## src/rtl/cpu_pkg.sv

```systemverilog
// cpu_pkg: shared states, opcodes, condition codes and instruction field positions.
package cpu_pkg;
  typedef enum logic [2:0] {FETCH, DECODE, EXECUTE, MEM, WRITEBACK, HALT, FAULT} state_t;
  localparam logic [3:0] OP_B = 4'hC, OP_LDR = 4'hD, OP_STR = 4'hE, OP_HALT = 4'hF;
  localparam logic [3:0] CC_EQ = 4'h0, CC_NE = 4'h1, CC_CS = 4'h2, CC_CC = 4'h3;
  localparam logic [3:0] CC_MI = 4'h4, CC_PL = 4'h5, CC_VS = 4'h6, CC_VC = 4'h7;
  localparam logic [3:0] CC_HI = 4'h8, CC_LS = 4'h9, CC_GE = 4'hA, CC_LT = 4'hB;
  localparam logic [3:0] CC_GT = 4'hC, CC_LE = 4'hD, CC_AL = 4'hE, CC_NV = 4'hF;
  localparam int N_BIT = 3, Z_BIT = 2, C_BIT = 1, V_BIT = 0;
  localparam int COND_HI = 31, COND_LO = 28, OP_HI = 27, OP_LO = 24, S_BIT = 23, IMM_HI = 18, IMM_LO = 3;
endpackage

```

## src/rtl/cond_check.sv

```systemverilog
// cond_check: combinational ARM-style condition evaluation against NZCV.
module cond_check
  import cpu_pkg::*;
(
  input  logic [3:0] cond,
  input  logic [3:0] nzcv,
  output logic       pass
);
  logic n, z, c, v;
  assign n = nzcv[N_BIT];
  assign z = nzcv[Z_BIT];
  assign c = nzcv[C_BIT];
  assign v = nzcv[V_BIT];
  always_comb begin
    pass = 1'b0;
    case (cond)
      CC_EQ: pass = z;
      CC_NE: pass = !z;
      CC_CS: pass = c;
      CC_CC: pass = !c;
      CC_MI: pass = n;
      CC_PL: pass = !n;
      CC_VS: pass = v;
      CC_VC: pass = !v;
      CC_HI: pass = c && !z;
      CC_LS: pass = !c || z;
      CC_GE: pass = n == v;
      CC_LT: pass = n != v;
      CC_GT: pass = !z && (n == v);
      CC_LE: pass = z || (n != v);
      CC_AL: pass = 1'b1;
      CC_NV: pass = 1'b0;
    endcase
  end
endmodule

```

## src/rtl/cpu_sequencer.sv

```systemverilog
// cpu_sequencer: multi-cycle FETCH/DECODE/EXECUTE/MEM/WRITEBACK control FSM owning PC and IR.
// Optional single-step mode with `define CPU_SEQ_SINGLE_STEP_EN (adds step input, idle output).
module cpu_sequencer
  import cpu_pkg::*;
#(
  parameter int              PC_W        = 8,
  parameter logic [PC_W-1:0] RESET_PC    = '0,
  parameter int              MEM_TIMEOUT = 15
) (
  input  logic            clk,
  input  logic            rst,
  input  logic [31:0]     fetch_data,
  input  logic [3:0]      flags_in,
  input  logic            mem_ready,
  output logic [PC_W-1:0] pc,
  output logic [31:0]     ir,
  output logic            reg_we,
  output logic            flags_we,
  output logic            ram_en,
  output logic            ram_rw,
  output logic            ldr_sel,
  output logic            halted,
  output logic            fault
`ifdef CPU_SEQ_SINGLE_STEP_EN
  ,
  input  logic            step,
  output logic            idle
`endif
);
  localparam int TW = $clog2(MEM_TIMEOUT + 1);
  localparam logic [TW-1:0] TMO_LAST = TW'(MEM_TIMEOUT - 1);
  state_t state, state_n;
  logic [PC_W-1:0] pc_n;
  logic [31:0] ir_n;
  logic [TW-1:0] tmo, tmo_n;
  logic [3:0] op;
  logic pass, take;
  assign op = ir[OP_HI:OP_LO];
  cond_check u_cond (.cond(ir[COND_HI:COND_LO]), .nzcv(flags_in), .pass(pass));
`ifdef CPU_SEQ_SINGLE_STEP_EN
  logic step_q;
  assign take = step && !step_q;
  assign idle = state == FETCH && !take;
  always_ff @(posedge clk or posedge rst)
    if (rst) step_q <= 1'b0;
    else step_q <= step;
`else
  assign take = 1'b1;
`endif
  always_comb begin
    state_n = state;
    pc_n = pc;
    ir_n = ir;
    tmo_n = '0;
    case (state)
      FETCH: if (take) begin
        ir_n = fetch_data;
        state_n = DECODE;
      end
      DECODE: if (!pass) begin
        pc_n = pc + PC_W'(1);
        state_n = FETCH;
      end else if (op == OP_B) begin
        pc_n = PC_W'(ir[IMM_HI:IMM_LO]);
        state_n = FETCH;
      end else
        state_n = op == OP_HALT ? HALT : (op == OP_LDR || op == OP_STR) ? MEM : EXECUTE;
      EXECUTE: state_n = WRITEBACK;
      MEM: if (mem_ready) begin
        state_n = op == OP_STR ? FETCH : WRITEBACK;
        pc_n = op == OP_STR ? pc + PC_W'(1) : pc;
      end else if (tmo == TMO_LAST)
        state_n = FAULT;
      else
        tmo_n = tmo + TW'(1);
      WRITEBACK: begin
        pc_n = pc + PC_W'(1);
        state_n = FETCH;
      end
      default: ;
    endcase
  end
  // Strobes are registered from the next state so they align with the state they belong to.
  always_ff @(posedge clk or posedge rst)
    if (rst) begin
      state <= FETCH;
      pc <= RESET_PC;
      ir <= '0;
      tmo <= '0;
      reg_we <= 1'b0;
      flags_we <= 1'b0;
      ram_en <= 1'b0;
      ram_rw <= 1'b0;
      ldr_sel <= 1'b0;
      halted <= 1'b0;
      fault <= 1'b0;
    end else begin
      state <= state_n;
      pc <= pc_n;
      ir <= ir_n;
      tmo <= tmo_n;
      reg_we <= state_n == WRITEBACK;
      flags_we <= state_n == EXECUTE && ir_n[S_BIT];
      ram_en <= state_n == MEM;
      ram_rw <= state_n == MEM && ir_n[OP_HI:OP_LO] == OP_STR;
      ldr_sel <= state_n == WRITEBACK && ir_n[OP_HI:OP_LO] == OP_LDR;
      halted <= state_n == HALT || state_n == FAULT;
      fault <= state_n == FAULT;
    end
endmodule

```

## config.mk

```make
export PLATFORM = sky130hd
export DESIGN_NAME = cpu_sequencer
export DESIGN_NICKNAME = d
export VERILOG_FILES = /design/src/rtl/cpu_pkg.sv /design/src/rtl/cond_check.sv /design/src/rtl/cpu_sequencer.sv
export SDC_FILE = /design/constraint.sdc
export NUM_CORES = 1
export LEC_CHECK = 0
export ABC_AREA = 1
export ABC_CLOCK_PERIOD_IN_PS = 2100
export CORE_AREA = 2 2 58 114
export CTS_CLUSTER_DIAMETER = 30
export CTS_CLUSTER_SIZE = 30
export DETAILED_ROUTE_END_ITERATION = 12
export DIE_AREA = 0 0 60 116
export PLACE_DENSITY = 0.86
export SYNTH_ARGS = -nofsm -noshare
export SYNTH_HDL_FRONTEND = slang
export SYNTH_SLANG_ARGS = --single-unit
```

## constraint.sdc

```tcl
create_clock -name clk -period 2.1 [get_ports clk]
set_input_delay 0.63 -clock clk [delete_from_list [all_inputs] [get_ports clk]]
set_output_delay 0.63 -clock clk [all_outputs]
set_load 0.02 [all_outputs]
```

==> results of run 1 <==
## synth_stat cells, types with 4 or more instances
master,count
dfrtp_1,54
inv_1,45
inv_2,4
nand2_1,142
nand2_2,4
nand3_1,21
nand3_2,4
nor2_1,15
nor2_2,4
nor3_1,4
o21ai_0,14
xor2_1,4
## per-layer routing
metal  wire (µm)  vias to the layer above
met1        2630                     1161
met3         225                       19
met2        3930                       73
li1            -                     1266
met4         224                        0
met5           0                        -
## cells by family after synthesis
kind of cell	Yosys count	share of synthesized area (%)
flops	54	49.7
compound gates	29	6.81
fa+ha+maj	3	1.38
xor+xnor	6	1.93
buf+inv	56	7.96
simple gates	201	32.2
## power breakdown
group | total (mW) | switching, mW | internal (mW)
logic | 0.111 | 0.0423 | 0.0684
clock network | 0.824 | 0.350 | 0.473
registers | 1.04 | 0 | 1.04
## stage by stage
stage,setup TNS (ps),utilization [%]
after floorplan,0,-
after global placement,-3650,61.6
after detailed placement,-4910,61.6
after CTS,0,64.3
after global routing,0,64.5
final,0,64.5
## layout make-up
class / count / area (µm²) / area share [%]
Sequential cell: 54 / 1350 / 34.6
Timing Repair Buffer: 94 / 951 / 24.3
Inverter: 50 / 190 / 4.87
Tap cell: 84 / 105 / 2.69
Multi-Input combinational cell: 240 / 1160 / 29.8
Clock inverter: 1 / 5.00 / 0.128
Clock buffer: 7 / 143 / 3.65
## worst paths after layout
kind | end | startpoint | slack, ps | cells after the start
max in group asynchronous | tmo[3] | rst | 1010 | 3
hold / removal | ir[15] | ir[15] | 480 | 2
min in group asynchronous | ir[11] | rst | 590 | 2
setup / recovery | ir[31] | ir[31] | 80 | 1
setup reg to reg | ram_rw | state[1] | 240 | 8
hold reg to reg | ir[15] | ir[15] | 480 | 2
## state kept, by name, summed over array words and instances, names as in the netlist
signal / count
reg_we: 1
ram_en: 1
fault: 1
ldr_sel: 1
flags_we: 1
ir: 32
halted: 1
state: 3
tmo: 4
ram_rw: 1
pc: 8
## what timing repair did
action,CTS,global route
gates cloned,1,0
hold buffers,0,0
pin swaps,2,3
endpoints found under the setup margin,11,17
buffers inserted,1,0
resized for setup,4,5
==> run_results.csv, run 1 <==
group,metric,value,unit
synthesis,yosysTopAreaCell,"dfrtp_1",
global_route,gr-total-overflow,0,
pwr,total_power,1.97,mW
floorplanning,initial_core_util,44.9,%
synthesis,ys_dominant_reg_cell,"dfrtp_1",
timing,fin_hold_ws,478,ps
global_route,grt_pass1_vias,2465,
critical_path,slowest_delay,650,ps
placed_design,pre_cts_slack,-346,ps
route,first_pass_iters,4,
timing,hold_violations,0,
route,routedWlPerCell,13.2,µm
route,viasPerCell,4.75,
global_route,grtUsageMet3,2.68,%
floorplanning,core_area,6060,µm²
critical_path,crit_type,"reg2out",
critical_path,critPathSlowestCell,"clkdlybuf4s50_1",
cells_and_area,drive_above_1_share,11.4,%
run_status,status,"finished clean",
route,drc,0,
floorplanning,ios,86,
global_route,busiest_layer,"met2",
synthesis,ys_ff_latch,54,
synthesis,synth_top_area_share,49.7,%
synthesis,syn_avg_cell_area,7.79,µm²
placed_design,io_buffer_count,85,
global_route,grt_max_degree,45,
clock_network,numCtsBuffers,5,
floorplanning,rows,40,
timing,tightest_slew,385,ps
critical_path,crit_required,1470,ps
pwr,p_leak,1.93,nW
global_route,grt_util_met1,23.8,%
critical_path,crit_family,"buffers and inverters",
timing,min_period,2020,ps
synthesis,yosys_warnings,0,
floorplanning,dieArea,6960,µm²
critical_path,path_buf_inv,1,
critical_path,worst_setup_path_start_kind,"register",
synthesis,syn_area,2720,µm²
cells_and_area,area_growth_syn_to_layout,43.8,%
synthesis,synth_cells,349,
clock_network,clockRootBuffer,"clkbuf_16",
global_route,grt_pass1_wl,11.3,mm
timing,post-route-period-util,96.2,%
clock_network,cts_tree,"built",
route,vias,2519,
cells_and_area,fillers,478,
pwr,peakVddDrop,526,µV
timing,max_freq,0.495,GHz
route,antenna_left,0,
timing,finalMaxSlewViolations,0,
critical_path,cp-end-kind,"primary output",
clock_network,cts.htree.levels,2,
critical_path,arrival,1390,ps
timing,maxSlewHeadroom,74.1,%
global_route,gr-usage-met2,38.6,%
clock_network,path_clk_slew,70,ps
timing,setup_viol,0,
timing,rsz0062_at_grt,"false",
placed_design,dpl_cell_area,3730,µm²
worst_hold_path,hold_class,"reg2reg",
timing,fin_skew,1.78,ps
floorplanning,die_h,116,µm
critical_path,cp_max_fo,5,
cells_and_area,final_cell_mix,"nand2_1 (141), clkdlybuf4s50_1 (79), dfrtp_1 (54)",
clock_network,clkLatencyLatePin,290,ps
synthesis,synth.distinct_cells,31,
clock_network,clk_path_buf_depth,2,
pwr,power.density,505,nW/µm²
cells_and_area,fin_nets,487,
placed_design,dp_cells,520,
synthesis,syn_nets,391,
placed_design,globalplace.congestion,0.876,
route,drt_iter0_drc,81,
clock_network,cts.sinks,54,
global_route,grt_util_all_layers,21.3,%
cells_and_area,stdcell_area,3910,µm²
placed_design,hpwl,5.22,mm
synthesis,synthArstFlopShare,100,%
timing,final.setup.worst_slack,79.4,ps
cells_and_area,layout.cells.non_filler,530,
run,drv_cap,0,
critical_path,crit_chain,"clkdlybuf4s50_1",
global_route,antenna_found_initial,0,
synthesis,synth_seq_area_share,49.7,%
route,routed_wl,7.02,mm
cells_and_area,antenna_cells,0,
cells_and_area,final_common_cell,"nand2_1",
synthesis,synth_edf_count,0,
synthesis,synth_area_leaders,"dfrtp_1 (50%), nand2_1 (20%), inv_1 (6.2%), nand3_1 (3.9%), o21ai_0 (2.6%)",
floorplanning,die_w,60,µm
Note: power is estimated with default switching activity, not from simulation.
==> run 2, diff against run 1 <==
--- a/config.mk
+++ b/config.mk
@@ -7,12 +7,12 @@
 export LEC_CHECK = 0
 export ABC_AREA = 1
 export ABC_CLOCK_PERIOD_IN_PS = 2100
-export CORE_AREA = 2 2 58 114
+export CORE_AREA = 2 2 92 72
 export CTS_CLUSTER_DIAMETER = 30
 export CTS_CLUSTER_SIZE = 30
 export DETAILED_ROUTE_END_ITERATION = 12
-export DIE_AREA = 0 0 60 116
-export PLACE_DENSITY = 0.86
+export DIE_AREA = 0 0 94 74
+export PLACE_DENSITY = 0.87
 export SYNTH_ARGS = -nofsm -noshare
 export SYNTH_HDL_FRONTEND = slang
 export SYNTH_SLANG_ARGS = --single-unit
==> run 2 against run 1 <==
Net effect: sequential share of layout area grew 0.62 points; largest cell class unchanged; largest power group unchanged; cell count is 0.75% lower; combinational power barely moved; clock power down 31%; non-clock buffer count is the same; clock-buffer cell count shrank 2; power is 13% lower; setup slack lost 17 ps.
==> run_results.csv, run 2 (synthesis results as in run 1) <==
group,metric,value,unit
timing,fin_skew,4.97,ps
pwr,power.density,448,nW/µm²
pwr,p_leak,1.91,nW
route,viasPerCell,4.77,
timing,finalMaxSlewViolations,0,
route,first_pass_iters,4,
cells_and_area,fin_nets,487,
timing,fin_hold_ws,488,ps
cells_and_area,layout.cells.non_filler,526,
floorplanning,die_w,94,µm
route,drc,0,
critical_path,arrival,1410,ps
timing,tightest_slew,356,ps
clock_network,cts.sinks,54,
cells_and_area,fillers,516,
route,drt_iter0_drc,147,
run_status,status,"finished clean",
clock_network,clk_path_buf_depth,2,
route,routed_wl,6.65,mm
floorplanning,core_area,6100,µm²
critical_path,crit_family,"buffers and inverters",
floorplanning,die_h,74,µm
placed_design,io_buffer_count,85,
critical_path,crit_required,1470,ps
cells_and_area,multiInputGateArea,1160,µm²
timing,maxSlewHeadroom,76.2,%
timing,max_freq,0.491,GHz
timing,hold_violations,0,
clock_network,path_clk_slew,90,ps
placed_design,globalplace.congestion,0.881,
pwr,peakVddDrop,311,µV
clock_network,ctsHoldBuffers,0,
timing,post-route-period-util,97.0,%
critical_path,slowest_delay,640,ps
critical_path,critPathSlowestCell,"clkdlybuf4s50_1",
cells_and_area,largest_reg_flops,32,
worst_hold_path,hold_class,"reg2reg",
timing,setup_tns,0,ps
global_route,gr-usage-met2,33.9,%
clock_network,cts_setup_buffers,0,
global_route,grt_util_met1,26.0,%
global_route,grt_max_degree,55,
floorplanning,ios,86,
cells_and_area,area_growth_syn_to_layout,41.4,%
cells_and_area,stdcell_area,3840,µm²
floorplanning,initial_core_util,44.6,%
critical_path,crit_type,"reg2out",
timing,setup_viol,0,
clock_network,clkLatencyLatePin,310,ps
clock_network,numCtsBuffers,5,
critical_path,cp-end-kind,"primary output",
cells_and_area,seqCellArea,1350,µm²
cells_and_area,final_cell_mix,"nand2_1 (141), clkdlybuf4s50_1 (81), dfrtp_1 (53)",
critical_path,crit_chain,"clkdlybuf4s50_1",
global_route,grt_util_all_layers,20.4,%
timing,min_period,2040,ps
global_route,grtUsageMet3,6.59,%
floorplanning,rows,25,
global_route,grt_pass1_vias,2636,
placed_design,hpwl,5.00,mm
global_route,gr-total-overflow,0,
global_route,antenna_found_initial,0,
cells_and_area,final_common_cell,"nand2_1",
cells_and_area,antenna_cells,0,
critical_path,path_buf_inv,1,
route,routedWlPerCell,12.6,µm
global_route,grt_pass1_wl,11.2,mm
cells_and_area,top_regs,"ir: 32 flops, pc: 8 flops, tmo: 4 flops",
placed_design,dpl_cell_area,3740,µm²
cells_and_area,drive_above_1_share,11.7,%
critical_path,cp_max_fo,5,
placed_design,dp_cells,518,
route,antenna_left,0,
clock_network,clockRootBuffer,"clkbuf_8",
run,drv_cap,0,
route,vias,2510,
timing,rsz0062_at_grt,"false",
critical_path,worst_setup_path_start_kind,"register",
clock_network,cts_tree,"built",
clock_network,cts.htree.levels,2,
cells_and_area,regMostFlops,"ir",
floorplanning,dieArea,6960,µm²
global_route,busiest_layer,"met2",
==> run 2: layout make-up <==
class                      count  share of cell area [%]
sequential                    54                    35.2
multi-input combinational    240                    30.3
timing repair buffer          94                    24.8
inverter                      50                    4.95
tap                           81                    2.64
clock buffer                   5                    1.79
clock inverter                 2                   0.358
==> run 2: path summary, 6_finish.rpt <==
kind,depth (start not counted),endpoint,start,slack [ps]
setup / recovery,1,pc[5],pc[5],60
hold / removal,2,ir[21],ir[21],490
setup reg to reg,15,halted,ir[28],340
hold reg to reg,2,ir[21],ir[21],490
max in group asynchronous,3,ir[29],rst,1170
min in group asynchronous,3,ir[0],rst,680
==> run 2: metal layers <==
layer	vias up	share of wire [%]
met2	77	47
li1	1262	-
met3	6	7.6
met4	0	0.69
met1	1165	44
met5	-	0
==> run 2: what timing repair did <==
| action | 4_1_cts | 5_1_grt |
|---|---|---|
| pin swaps | 1 | 0 |
| gates cloned | 1 | 0 |
| endpoints found under the setup margin | 3 | 17 |
| resized for setup | 1 | 8 |
==> run 2: power by group <==
group	total (mW)	internal [mW]	switching, mW
Sequential	1.04	1.04	0
Combinational	0.112	0.0698	0.0426
Clock	0.570	0.231	0.338
Total	1.72	1.34	0.381
==> run 2: stage by stage <==
step           power (mW)  setup WS [ps]  util [%]
2_1_floorplan        1.09            155         -
3_3_place_gp         1.17           -272      61.3
3_5_place_dp         1.17           -354      61.3
4_1_cts              1.74           7.30      62.7
5_1_grt              1.79           21.8      63.0
6_report             1.72           62.2      63.0
